`src/rtl/proc_pkg.sv`:
```
// proc_pkg: shared opcode, ALU op, status and register constants for the pipeline
package proc_pkg;
  localparam logic [4:0] OP_RTYPE = 5'b00000;
  localparam logic [4:0] OP_BNE   = 5'b00010;
  localparam logic [4:0] OP_JAL   = 5'b00011;
  localparam logic [4:0] OP_ADDI  = 5'b00101;
  localparam logic [4:0] OP_BLT   = 5'b00110;
  localparam logic [4:0] OP_SW    = 5'b00111;
  localparam logic [4:0] OP_LW    = 5'b01000;
  localparam logic [4:0] OP_SETX  = 5'b10101;
  localparam logic [4:0] ALU_ADD  = 5'b00000;
  localparam logic [4:0] ALU_SUB  = 5'b00001;
  localparam logic [31:0] RSTATUS_ADD  = 32'd1;
  localparam logic [31:0] RSTATUS_ADDI = 32'd2;
  localparam logic [31:0] RSTATUS_SUB  = 32'd3;
  localparam logic [4:0] REG_RSTATUS = 5'd30;
  localparam logic [4:0] REG_RA      = 5'd31;
  typedef enum logic [2:0] {
    SEL_ALU, SEL_PC1, SEL_T, SEL_ADD, SEL_ADDI, SEL_SUB
  } res_sel_e;
endpackage

```
`src/rtl/xm_decode.sv`:
```
// xm_decode: maps X-stage opcode fields and ALU flags to write-back, exception and branch control
module xm_decode
  import proc_pkg::*;
(
  input  logic [4:0] op_i,
  input  logic [4:0] rd_i,
  input  logic [4:0] aluop_i,
  input  logic       ovf_i,
  input  logic       ne_i,
  input  logic       lt_i,
  output logic [4:0] rd_o,
  output logic       we_o,
  output logic       exc_o,
  output logic       br_taken_o,
  output res_sel_e   sel_o
);
  logic exc_add, exc_addi, exc_sub;
  // Overflow only matters for add, addi and sub; it redirects the write to $rstatus
  always_comb begin
    exc_add    = op_i == OP_RTYPE && aluop_i == ALU_ADD && ovf_i;
    exc_addi   = op_i == OP_ADDI && ovf_i;
    exc_sub    = op_i == OP_RTYPE && aluop_i == ALU_SUB && ovf_i;
    exc_o      = exc_add | exc_addi | exc_sub;
    we_o       = exc_o | op_i == OP_RTYPE | op_i == OP_ADDI | op_i == OP_LW | op_i == OP_JAL | op_i == OP_SETX;
    rd_o       = (exc_o || op_i == OP_SETX) ? REG_RSTATUS : op_i == OP_JAL ? REG_RA : rd_i;
    sel_o      = exc_add ? SEL_ADD : exc_addi ? SEL_ADDI : exc_sub ? SEL_SUB :
                 op_i == OP_JAL ? SEL_PC1 : op_i == OP_SETX ? SEL_T : SEL_ALU;
    br_taken_o = (op_i == OP_BNE && ne_i) || (op_i == OP_BLT && lt_i);
  end
endmodule

```
`src/rtl/xm_stage.sv`:
```
// xm_stage: execute/memory pipeline register with exception resolution and exception counter
module xm_stage
  import proc_pkg::*;
#(
  parameter int CNT_W = 16
) (
  input  logic             clock,
  input  logic             reset,
  input  logic             x_valid,
  input  logic [31:0]      x_instr,
  input  logic [31:0]      x_pc1,
  input  logic [31:0]      x_result,
  input  logic [31:0]      x_dataB,
  input  logic             x_ovf,
  input  logic             x_ne,
  input  logic             x_lt,
  input  logic             stall,
  input  logic             flush,
  output logic             m_valid,
  output logic [31:0]      m_instr,
  output logic [31:0]      m_result,
  output logic [31:0]      m_dataB,
  output logic [4:0]       m_rd,
  output logic             m_we,
  output logic             m_br_taken,
  output logic             m_exc,
  output logic [CNT_W-1:0] exc_count
);
  logic [4:0]       dec_rd, rd_q, rd_d;
  logic             dec_we, dec_exc, dec_br, load;
  res_sel_e         dec_sel;
  logic [31:0]      res, instr_q, instr_d, result_q, result_d, data_b_q, data_b_d;
  logic             valid_q, valid_d, we_q, we_d, exc_q, exc_d, br_q, br_d;
  logic [CNT_W-1:0] cnt_q, cnt_d;

  xm_decode u_decode (
    .op_i       (x_instr[31:27]),
    .rd_i       (x_instr[26:22]),
    .aluop_i    (x_instr[6:2]),
    .ovf_i      (x_ovf),
    .ne_i       (x_ne),
    .lt_i       (x_lt),
    .rd_o       (dec_rd),
    .we_o       (dec_we),
    .exc_o      (dec_exc),
    .br_taken_o (dec_br),
    .sel_o      (dec_sel)
  );

  assign load = !flush && !stall;

  // Result mux: ALU value, link address, zero-extended target, or an $rstatus code
  always_comb begin
    res = dec_sel == SEL_PC1  ? x_pc1 :
          dec_sel == SEL_T    ? {5'd0, x_instr[26:0]} :
          dec_sel == SEL_ADD  ? RSTATUS_ADD :
          dec_sel == SEL_ADDI ? RSTATUS_ADDI :
          dec_sel == SEL_SUB  ? RSTATUS_SUB : x_result;
  end

  // Next state: flush loads a bubble and beats stall; data registers simply hold unless loading
  always_comb begin
    valid_d  = flush ? 1'b0 : stall ? valid_q : x_valid;
    instr_d  = flush ? '0 : stall ? instr_q : x_instr;
    we_d     = flush ? 1'b0 : stall ? we_q : x_valid & dec_we;
    exc_d    = flush ? 1'b0 : stall ? exc_q : x_valid & dec_exc;
    br_d     = flush ? 1'b0 : stall ? br_q : x_valid & dec_br;
    rd_d     = load ? dec_rd : rd_q;
    result_d = load ? res : result_q;
    data_b_d = load ? x_dataB : data_b_q;
    cnt_d    = (load && x_valid && dec_exc && cnt_q != '1) ? cnt_q + 1'b1 : cnt_q;
  end

  // Pipeline registers and counter, cleared asynchronously
  always_ff @(posedge clock or negedge reset) begin
    if (!reset) begin
      valid_q  <= 1'b0;
      instr_q  <= '0;
      we_q     <= 1'b0;
      exc_q    <= 1'b0;
      br_q     <= 1'b0;
      rd_q     <= '0;
      result_q <= '0;
      data_b_q <= '0;
      cnt_q    <= '0;
    end else begin
      valid_q  <= valid_d;
      instr_q  <= instr_d;
      we_q     <= we_d;
      exc_q    <= exc_d;
      br_q     <= br_d;
      rd_q     <= rd_d;
      result_q <= result_d;
      data_b_q <= data_b_d;
      cnt_q    <= cnt_d;
    end
  end

  assign m_valid    = valid_q;
  assign m_instr    = instr_q;
  assign m_result   = result_q;
  assign m_dataB    = data_b_q;
  assign m_rd       = rd_q;
  assign m_we       = we_q;
  assign m_br_taken = br_q;
  assign m_exc      = exc_q;
  assign exc_count  = cnt_q;
endmodule
```
`config.mk`:
```
export PLATFORM = sky130hd
export DESIGN_NAME = xm_stage
export DESIGN_NICKNAME = d
export VERILOG_FILES = /design/src/rtl/proc_pkg.sv /design/src/rtl/xm_decode.sv /design/src/rtl/xm_stage.sv
export SDC_FILE = /design/constraint.sdc
export NUM_CORES = 1
export LEC_CHECK = 0
export BUFFER_PORTS_ARGS = -buffer_cell sky130_fd_sc_hd__buf_2
export CAP_MARGIN = 15
export CELL_PAD_IN_SITES_DETAIL_PLACEMENT = 1
export CELL_PAD_IN_SITES_GLOBAL_PLACEMENT = 2
export CORE_MARGIN = 5
export CORE_UTILIZATION = 27
export DETAILED_ROUTE_END_ITERATION = 8
export GPL_TIMING_DRIVEN = 0
export PLACE_DENSITY_LB_ADDON = 0.1
export SYNTH_ARGS = -nofsm -noshare
export SYNTH_HDL_FRONTEND = slang
export SYNTH_SLANG_ARGS = --single-unit
```
`constraint.sdc`:
```
create_clock -name clock -period 2.15 [get_ports clock]
set_input_delay 0.43 -clock clock [delete_from_list [all_inputs] [get_ports clock]]
set_output_delay 0.43 -clock clock [all_outputs]
set_load 0.005 [all_outputs]
```
# Yosys cells after proc, flatten, opt, wreduce, memory -nomap -nowiden

Cells that the tools add are included.

Register bits after elaboration: 121
Input port bits: 136
Output and inout port bits: 121
Word-level logic and storage cells: 73

Add/sub/neg operators: 1
Equal/unequal tests: 14
Multiplexer cells: 22
Bitwise operators: 10
Reductions and logical operators: 17

Operators by type and width:

| kind                                          | count |
|---|---|
| 2-to-1 mux 32 bit                             | 7 |
| adder 16 x 1 -> 16 bit, second input constant | 1 |
| != test 16 bit, second input constant         | 1 |
| 2-to-1 mux 3 bit                              | 4 |
| logical AND 1 bit                             | 11 |
| == test 5 x 2 -> 1 bit, second input constant | 2 |
| == test 5 x 3 -> 1 bit, second input constant | 2 |
| logical NOT 5 bit                             | 2 |
| 2-to-1 mux 5 bit                              | 2 |
| 2-to-1 mux 1 bit                              | 8 |
| bitwise OR 1 bit                              | 7 |
| == test 3 x 2 -> 1 bit, second input constant | 2 |
| == test 3 bit, second input constant          | 2 |
| == test 5 x 1 -> 1 bit, second input constant | 1 |
| == test 5 x 4 -> 1 bit, second input constant | 1 |
| == test 5 bit, second input constant          | 1 |
| bitwise AND 1 bit                             | 3 |
| == test 3 x 1 -> 1 bit, second input constant | 1 |
| logical NOT 1 bit                             | 2 |
| logical OR 1 bit                              | 2 |
| 2-to-1 mux 2 bit                              | 1 |
| != test 2 x 1 -> 1 bit, second input constant | 1 |

# Depth between registers and ports, before layout

Gate-level depths: netlist of run 1.

Depth after elaboration: 13
Depth in mapped cells: 8
Gate-level depth less buffers: 6

# By module

A second synthesis of run 1 with hierarchy kept.

Cell total of the unflattened synthesis: 510
Area total of the unflattened synthesis: 5861.9 um2

Modules (own cells, without submodules):

| module    | times used | cells an instance | area each (um2) | seq. area each (um2) |
|---|---|---|---|---|
| xm_stage  | 1          | 481               | 5635.4          | 3027.9 |
| xm_decode | 1          | 29                | 226.5           | 0.0 |

# Worst setup path after synthesis of run 1

OpenSTA, ideal clock, no wires.

Kind: input port to flip-flop
Start: in x_instr[29]
End: reg cnt_q[15] (netlist: exc_count[15])
Arrival: 1.688 ns
Required time: 2.022 ns
Slack: 0.334 ns
Stages on the path: 6
Buffers on the path: 1
Cell sequence: buf_6 -> nor4_4 -> a21bo_2 -> nand3_1 -> nor3_1 -> mux2_1

Cells in the longest elaborated chain, start to end: 7
Elaborated cells on any way between the ends: 11

RTL lines:

| element                          | RTL line                         | source |
|---|---|---|
| start, declared                  | xm_stage.sv:10                   | `input logic [31:0] x_instr,` |
| logical NOT 5 bit                | xm_decode.sv:20, xm_decode.sv:22 |  |
| logical AND 1 bit (2 in a row)   | xm_decode.sv:20                  | `exc_add = op_i == OP_RTYPE && aluop_i == ALU_ADD && ovf_i;` |
| bitwise OR 1 bit                 | xm_decode.sv:23                  | `exc_o = exc_add \| exc_addi \| exc_sub;` |
| bitwise OR 1 bit *               | xm_decode.sv:23                  |  |
| logical AND 1 bit * (2 in a row) | xm_stage.sv:71                   | `cnt_d = (load && x_valid && dec_exc && cnt_q != '1) ? cnt_q + 1'b1 : cnt_q;` |
| end signal, assigned             | xm_stage.sv:95                   | `cnt_q <= cnt_d;` |
| end, declared                    | xm_stage.sv:34                   | `logic [CNT_W-1:0] cnt_q, cnt_d;` |

Mark *: on every way between the ends. The rest lies on a longest branch, timed or not.
A chain may end at the register's enable or synchronous reset.

# Final worst setup path of run 1

Start: reg cnt_q[0] (netlist: exc_count[0])
End: reg cnt_q[1] (netlist: exc_count[1])

Cells in the longest elaborated chain, start to end: 2
Elaborated cells on any way between the ends: 3

RTL lines:

| element |
|---|
| parallel branches: the longest is 2 deep, another holds adder 16 x 1 -> 16 bit |

Parallel ways; which one is timed is not known.

==> results of run 1 <==
[critical path: stages (launching register included)]
cell and delay, ns:
dfrtp_1 0.42, ha_1 0.23, nand3_1 0.15, nor3_1 0.10
a211oi_2 0.29, buf_4 0.22, mux2_2 0.34
[worst max-delay path by stage]
stage	end	cells past startpoint	startpoint	slack [ns]
after floorplan	exc_count[15]	6	x_instr[29]	0.33
after global placement	m_dataB[11]	1	reset	-1.10
after detailed placement	m_result[21]	5	flush	-0.18
after CTS	exc_count[1]	6	exc_count[0]	0.24
after global routing	m_result[3]	7	flush	0.15
final	exc_count[1]	6	exc_count[0]	0.28
[cell usage after synthesis, drive strengths merged, types with 2 or more instances]
cell | count | share of area [%]
a211oi | 2 | 0.37
a21oi | 15 | 1.6
a221oi | 20 | 3.3
a222oi | 10 | 1.9
and2 | 2 | 0.23
and3 | 4 | 0.47
buf | 18 | 1.9
clkbuf | 14 | 0.98
dfrtp | 121 | 57
mux2 | 4 | 0.84
mux2i | 33 | 6.2
nand2 | 111 | 7.8
nand2b | 4 | 0.47
nand3 | 10 | 0.94
nand3b | 2 | 0.35
nand4 | 3 | 0.35
nor2 | 79 | 5.6
nor2b | 3 | 0.35
nor3 | 36 | 3.4
nor3b | 2 | 0.37
nor4 | 2 | 0.51
o21ai | 5 | 0.54
o22a | 4 | 0.65
or2 | 2 | 0.23
or3 | 2 | 0.23
xnor2 | 10 | 1.6
xor2 | 2 | 0.33
[power by group]
part / leakage, nW / total, W / switching (W) / internal, W
clock: 0.292 / 0.00302 / 0.00112 / 0.00189
combinational: 2.08 / 0.000876 / 0.000481 / 0.000395
sequential: 1.51 / 0.00260 / 0.000108 / 0.00249
[stage by stage]
stage | cell area (sq um) | TNS, ns
after floorplan | 5350 | 0
after global placement | 6960 | -135.91
after detailed placement | 6990 | -5.49
after CTS | 7620 | 0
after global routing | 7620 | 0
final | 7630 | 0
[cell type report]
cell class,count,area (sq um)
Antenna cell,1,2.50
Buffer,32,156
Clock buffer,19,453
Clock inverter,13,169
Fill cell,2336,11800
Inverter,1,3.75
Multi-Input combinational cell,378,2160
Sequential cell,121,3030
Tap cell,265,332
Timing Repair Buffer,257,1320
[registers in the layout (all words and copies together) (netlist names)]
signal,count
m_result,32
exc_count,16
m_instr,32
m_dataB,32
m_br_taken,1
m_rd,5
m_valid,1
m_we,1
m_exc,1
[cells by family (layout without fill, tap and decap cells)]
logic type / Yosys count / count (layout) / share of synthesized area, %
and+or+nand+nor: 263 / 263 / 21.5
DFF: 121 / 121 / 56.6
AOI/OAI and AO/OA: 65 / 65 / 9.68
muxes: 37 / 37 / 7.02
buffers and inverters: 33 / 322 / 2.99
xor gates and xnor gates: 12 / 12 / 1.96
adders and majority gates: 1 / 1 / 0.234
other: 0 / 1 / 0
[metal layers]
layer	up-vias	global-route usage, %	share of wire [%]
li1	2396	-	-
met1	2539	21.7	40
met2	161	31.1	50
met3	31	6.77	7.9
met4	8	5.80	1.6
met5	-	0	0.19
==> flow_summary.toml, run 1 <==
[status]
status = "completed"

[synth]
synth_nets = 669
synth-seq-area-share_pct = 56.6
syn_area_sq_mm = 0.00535
avgSynthCellArea_sq_um = 10.1
ys_warn_count = 0
ys_seq_elements = 121
ys_types = 51
synthFlopType = "dfrtp_1"
syn_inst = 532
synthArstFlopShare_pct = 100
synth_edf_count = 0

[sta]
fin_ws_ns = 0.278
finClkSkew_ns = 0.00493
rsz0062_at_grt = "false"
min_period_over_period_pct = 87.1
tightest_slew_ns = 0.649
whs_ns = 0.200
slew_headroom_pct = 56.7
slew_viol_final = 0
timing.fmax_mhz = 534
period_needed_ns = 1.87
hold_violations = 0
setup_viol = 0

[worst_hold_path]
holdPathEnd = "m_dataB[13]"
worstHoldStart = "x_dataB[13]"
hold_path_class = "in2reg"
holdPathStages = 3

[routing]
vias = 5135
post-route-drc-count = 0
drtAntennaViolNets = 0
routed_wl_um = 20800
drt-initial-drc-count = 177
drt-pass1-iter-count = 5
viasPerCell = 4.72
routedWlPerCell_um = 19.1

[layout]
syn_to_final_growth_pct = 42.5
final_cells = 1087
utilization_pct = 39.2
finalNetCount = 945
final_layout_size_suffix_gt1_share_pct = 38.5
layout_common_cells = "262 x buf_2, 121 x dfrtp_1, 110 x nand2_1"
layout_commonest_cell = "buf_2"

[placed_design]
port_buffers = 255
place_congestion = 0.811
pre_cts_slack_ns = -0.178
hpwl_um = 15900
dp.cells = 1053

[global_routing]
overflow = 0
grt_max_degree = 75
grt_pass1_vias = 5649
track_usage_pct = 18.4
grt_pass1_wl_um = 31900
antenna_found_initial = 4

[cts]
postCtsHoldBufs = 1
cts_resized = 0
clock_latency_ns = 0.42
postCtsSetupBuffers = 0
cts_root_buffer = "clkbuf_16"
cts_sinks = 121
cts_tree = "built"
clk_pin_slew_ns = 0.06
cts_buffers = 17
clk_path_buf_depth = 2
htreeDepth = 4

[flow_run]
drv_cap = 0

[setup_path]
path_class = "reg2reg"
cp_max_fo = 10
cp.required_ns = 2.45
critPathCaptureType = "register"
r2r-end = "exc_count[1]"
start_kind = "register"
r2r_setup_slack_ns = 0.28
crit_arrival_ns = 2.17
timing.rr.start = "exc_count[0]"
reg2reg_depth = 6

[floorplan]
die_w_um = 151
die_y_um = 151
dieArea_sq_mm = 0.0227
io_pins = 257
initial_core_util_pct = 27.5
core_sq_mm = 0.0195
num_rows = 51

[power]
p_leak_nw = 3.88
vdd_drop_max_v = 0.000547
power_density_mw_per_mm2 = 851
finalPower_w = 0.00649
Note: power is estimated with default switching activity, not from simulation.
==> inputs of run 2 (changes only) <==
--- a/config.mk
+++ b/config.mk
@@ -5,12 +5,13 @@
 export SDC_FILE = /design/constraint.sdc
 export NUM_CORES = 1
 export LEC_CHECK = 0
+export ABC_AREA = 1
 export BUFFER_PORTS_ARGS = -buffer_cell sky130_fd_sc_hd__buf_2
 export CAP_MARGIN = 15
 export CELL_PAD_IN_SITES_DETAIL_PLACEMENT = 1
 export CELL_PAD_IN_SITES_GLOBAL_PLACEMENT = 2
 export CORE_MARGIN = 5
-export CORE_UTILIZATION = 27
+export CORE_UTILIZATION = 25
 export DETAILED_ROUTE_END_ITERATION = 8
 export GPL_TIMING_DRIVEN = 0
 export PLACE_DENSITY_LB_ADDON = 0.1
==> constraint.sdc (replaced) <==
create_clock -name clock -period 1.83 [get_ports clock]
set_input_delay 0.366 -clock clock [delete_from_list [all_inputs] [get_ports clock]]
set_output_delay 0.366 -clock clock [all_outputs]
set_load 0.005 [all_outputs]
==> flow_summary.toml, run 2 <==
[sta]
min_period_over_period_pct = 90.1
timing.fmax_mhz = 607
period_needed_ns = 1.65
whs_ns = 0.148
fin_ws_ns = 0.181
slew_headroom_pct = 59.2
tightest_slew_ns = 0.612
finClkSkew_ns = 0.00650
slew_viol_final = 0
hold_violations = 0
rsz0062_at_grt = "false"
setup_viol = 0

[worst_hold_path]
hold_path_class = "in2reg"
worstHoldStart = "x_dataB[18]"
holdPathEnd = "m_dataB[18]"
holdPathStages = 3

[placed_design]
hpwl_um = 18200
post_dp_cell_area_sq_mm = 0.00757
place_congestion = 0.761
port_buffers = 255
pre_cts_slack_ns = -0.188

[routing]
routedWlPerCell_um = 17.3
vias = 5935
drt-pass1-iter-count = 4
drt-initial-drc-count = 211
drtAntennaViolNets = 0
viasPerCell = 4.32
post-route-drc-count = 0
routed_wl_um = 23800

[synth]
yosysMostFrequentCell = "nand2_1"
syn_area_sq_mm = 0.00586
synthArstFlopShare_pct = 100
ys_warn_count = 0
avgSynthCellArea_sq_um = 7.65
synth-seq-area-share_pct = 51.7
synth.largest_area_cell = "dfrtp_1"
syn_inst = 766
synth_edf_count = 0
synth_nets = 903
ys_seq_elements = 121
synth_area_leaders = "dfrtp_1 52%, nand2_1 21%, nor2_1 4.5%, nand3_1 4.3%, o21ai_0 3.6%"
synthTopCellsByCount = "330 x nand2_1, 121 x dfrtp_1, 70 x nor2_1, 50 x nand3_1, 42 x o21ai_0"
ys_types = 30
synthFlopType = "dfrtp_1"
synth_top_area_share_pct = 51.7

[layout]
layout_common_cells = "330 x nand2_1, 266 x buf_2, 120 x dfrtp_1"
final_layout_size_suffix_gt1_share_pct = 31.1
layout_commonest_cell = "nand2_1"
fin_area_sq_mm = 0.00824
fill_cells = 2945
utilization_pct = 35.4
finalNetCount = 1179
syn_to_final_growth_pct = 40.7

[global_routing]
grt_max_degree = 86
antenna_found_initial = 8
track_usage_pct = 17.9
overflow = 0
grt_pass1_wl_um = 36600
grt_pass1_vias = 6350

[floorplan]
dieArea_sq_mm = 0.0266
num_rows = 56
core_sq_mm = 0.0233
initial_core_util_pct = 25.2
io_pins = 257
die_y_um = 163
die_w_um = 163

[power]
p_leak_nw = 4.56
finalPower_w = 0.00782
power_density_mw_per_mm2 = 949
vdd_drop_max_v = 0.000375

[cts]
clock_latency_ns = 0.41
cts_buffers = 17
cts_tree = "built"
cts_root_buffer = "clkbuf_16"
cts_sinks = 121
clk_path_buf_depth = 2
clk_pin_slew_ns = 0.06
htreeDepth = 4

[setup_path]
critPathCaptureType = "register"
cp.required_ns = 2.17
r2r_setup_slack_ns = 0.18
timing.rr.start = "exc_count[0]"
crit_arrival_ns = 1.99
path_class = "reg2reg"
cpMostUsedCell = "nand3_2"
reg2reg_depth = 9
max_stage_delay_ns = 0.45
cp_slowest_cell = "dfrtp_2"
worstPathCellList = "ha_4 -> nand3_2 -> nor2_2 -> nand3_1 -> nand3_2 -> buf_6 -> buf_8 -> nand2_1 -> o21ai_1"
r2r-end = "exc_count[9]"
cp_max_fo = 10
start_kind = "register"

[flow_run]
drv_cap = 0

[status]
status = "completed"
==> run 2: cell count changes after synthesis, sizes merged, moves of 9 or more <==
cell,delta
a221oi,-20
nor3,-30
mux2i,-33
inv,+39
xor2,+9
nand3,+43
a222oi,-10
o21ai,+47
nand2,+222
==> run 2: final cells by class <==
type                       instances  area [sq um]  area share (%)
antenna                            1          2.50          0.0304
buffer                            38           210            2.55
clock buffer                      17           425            5.16
clock inverter                    14           223            2.70
inverter                          43           161            1.96
multi-input combinational        564          2470            30.0
sequential                       121          3030            36.7
tap                              319           399            4.84
timing repair buffer             257          1320            16.0
==> run 2: stage by stage <==
stage                     std cells  TNS, ns
after floorplan                 766        0
after global placement         1340  -189.59
after detailed placement       1341    -8.66
after CTS                      1373        0
after global routing           1374        0
final                          1374        0
==> run 2: layer usage <==
layer / vias to the layer above / GRT usage (%) / part of all wire [%]
met3: 36 / 5.68 / 6.7
met1: 2772 / 23.0 / 45
met5: - / 0 / 0.32
met4: 14 / 4.96 / 1.5
met2: 157 / 29.3 / 46
li1: 2956 / - / -
==> run 2: how the worst max path moves through the flow <==
stage,startpoint,to,slack (ns),cells past startpoint
2_1_floorplan,exc_count[0],exc_count[9],0.25,9
3_3_place_gp,reset,m_dataB[0],-1.52,1
3_5_place_dp,x_instr[29],m_result[15],-0.19,10
4_1_cts,exc_count[0],exc_count[9],0.05,9
5_1_grt,exc_count[0],exc_count[8],0.004,9
6_report,exc_count[0],exc_count[9],0.18,9
==> run 2: critical path: cells and delay by family, from the launching register on <==
family,cells,cell delay [ns]
fa+ha+maj,1,0.19
simple gates,5,0.54
compound gates,1,0.08
buf+inv,2,0.31
flops,1,0.45
==> run 2: logic make-up (layout without fill, tap and decap cells) <==
logic type | count (synthesis) | in the layout | synth area share, %
AND/OR/NAND/NOR | 476 | 476 | 33.0
flip-flops | 121 | 121 | 51.7
buffers and inverters | 81 | 369 | 6.34
AO/OA/AOI/OAI | 72 | 72 | 6.47
XOR/XNOR | 15 | 15 | 2.24
adder cells (fa/ha/maj) | 1 | 1 | 0.214
other | 0 | 1 | 0
==> run 2: report_power, final <==
group	switching (W)	total (W)	internal, W
clock	0.00133	0.00375	0.00242
combinational	0.000582	0.00102	0.000437
sequential	0.000128	0.00305	0.00292
==> run 2: repair_timing <==
| action | 4_1_cts | 5_1_grt |
|---|---|---|
| setup endpoints to repair | 11 | 13 |
| hold endpoints to repair | 36 | 0 |
| setup buffers | 0 | 0 |
| resized for setup | 2 | 2 |
| pin swaps | 0 | 0 |
| hold buffers | 1 | 0 |
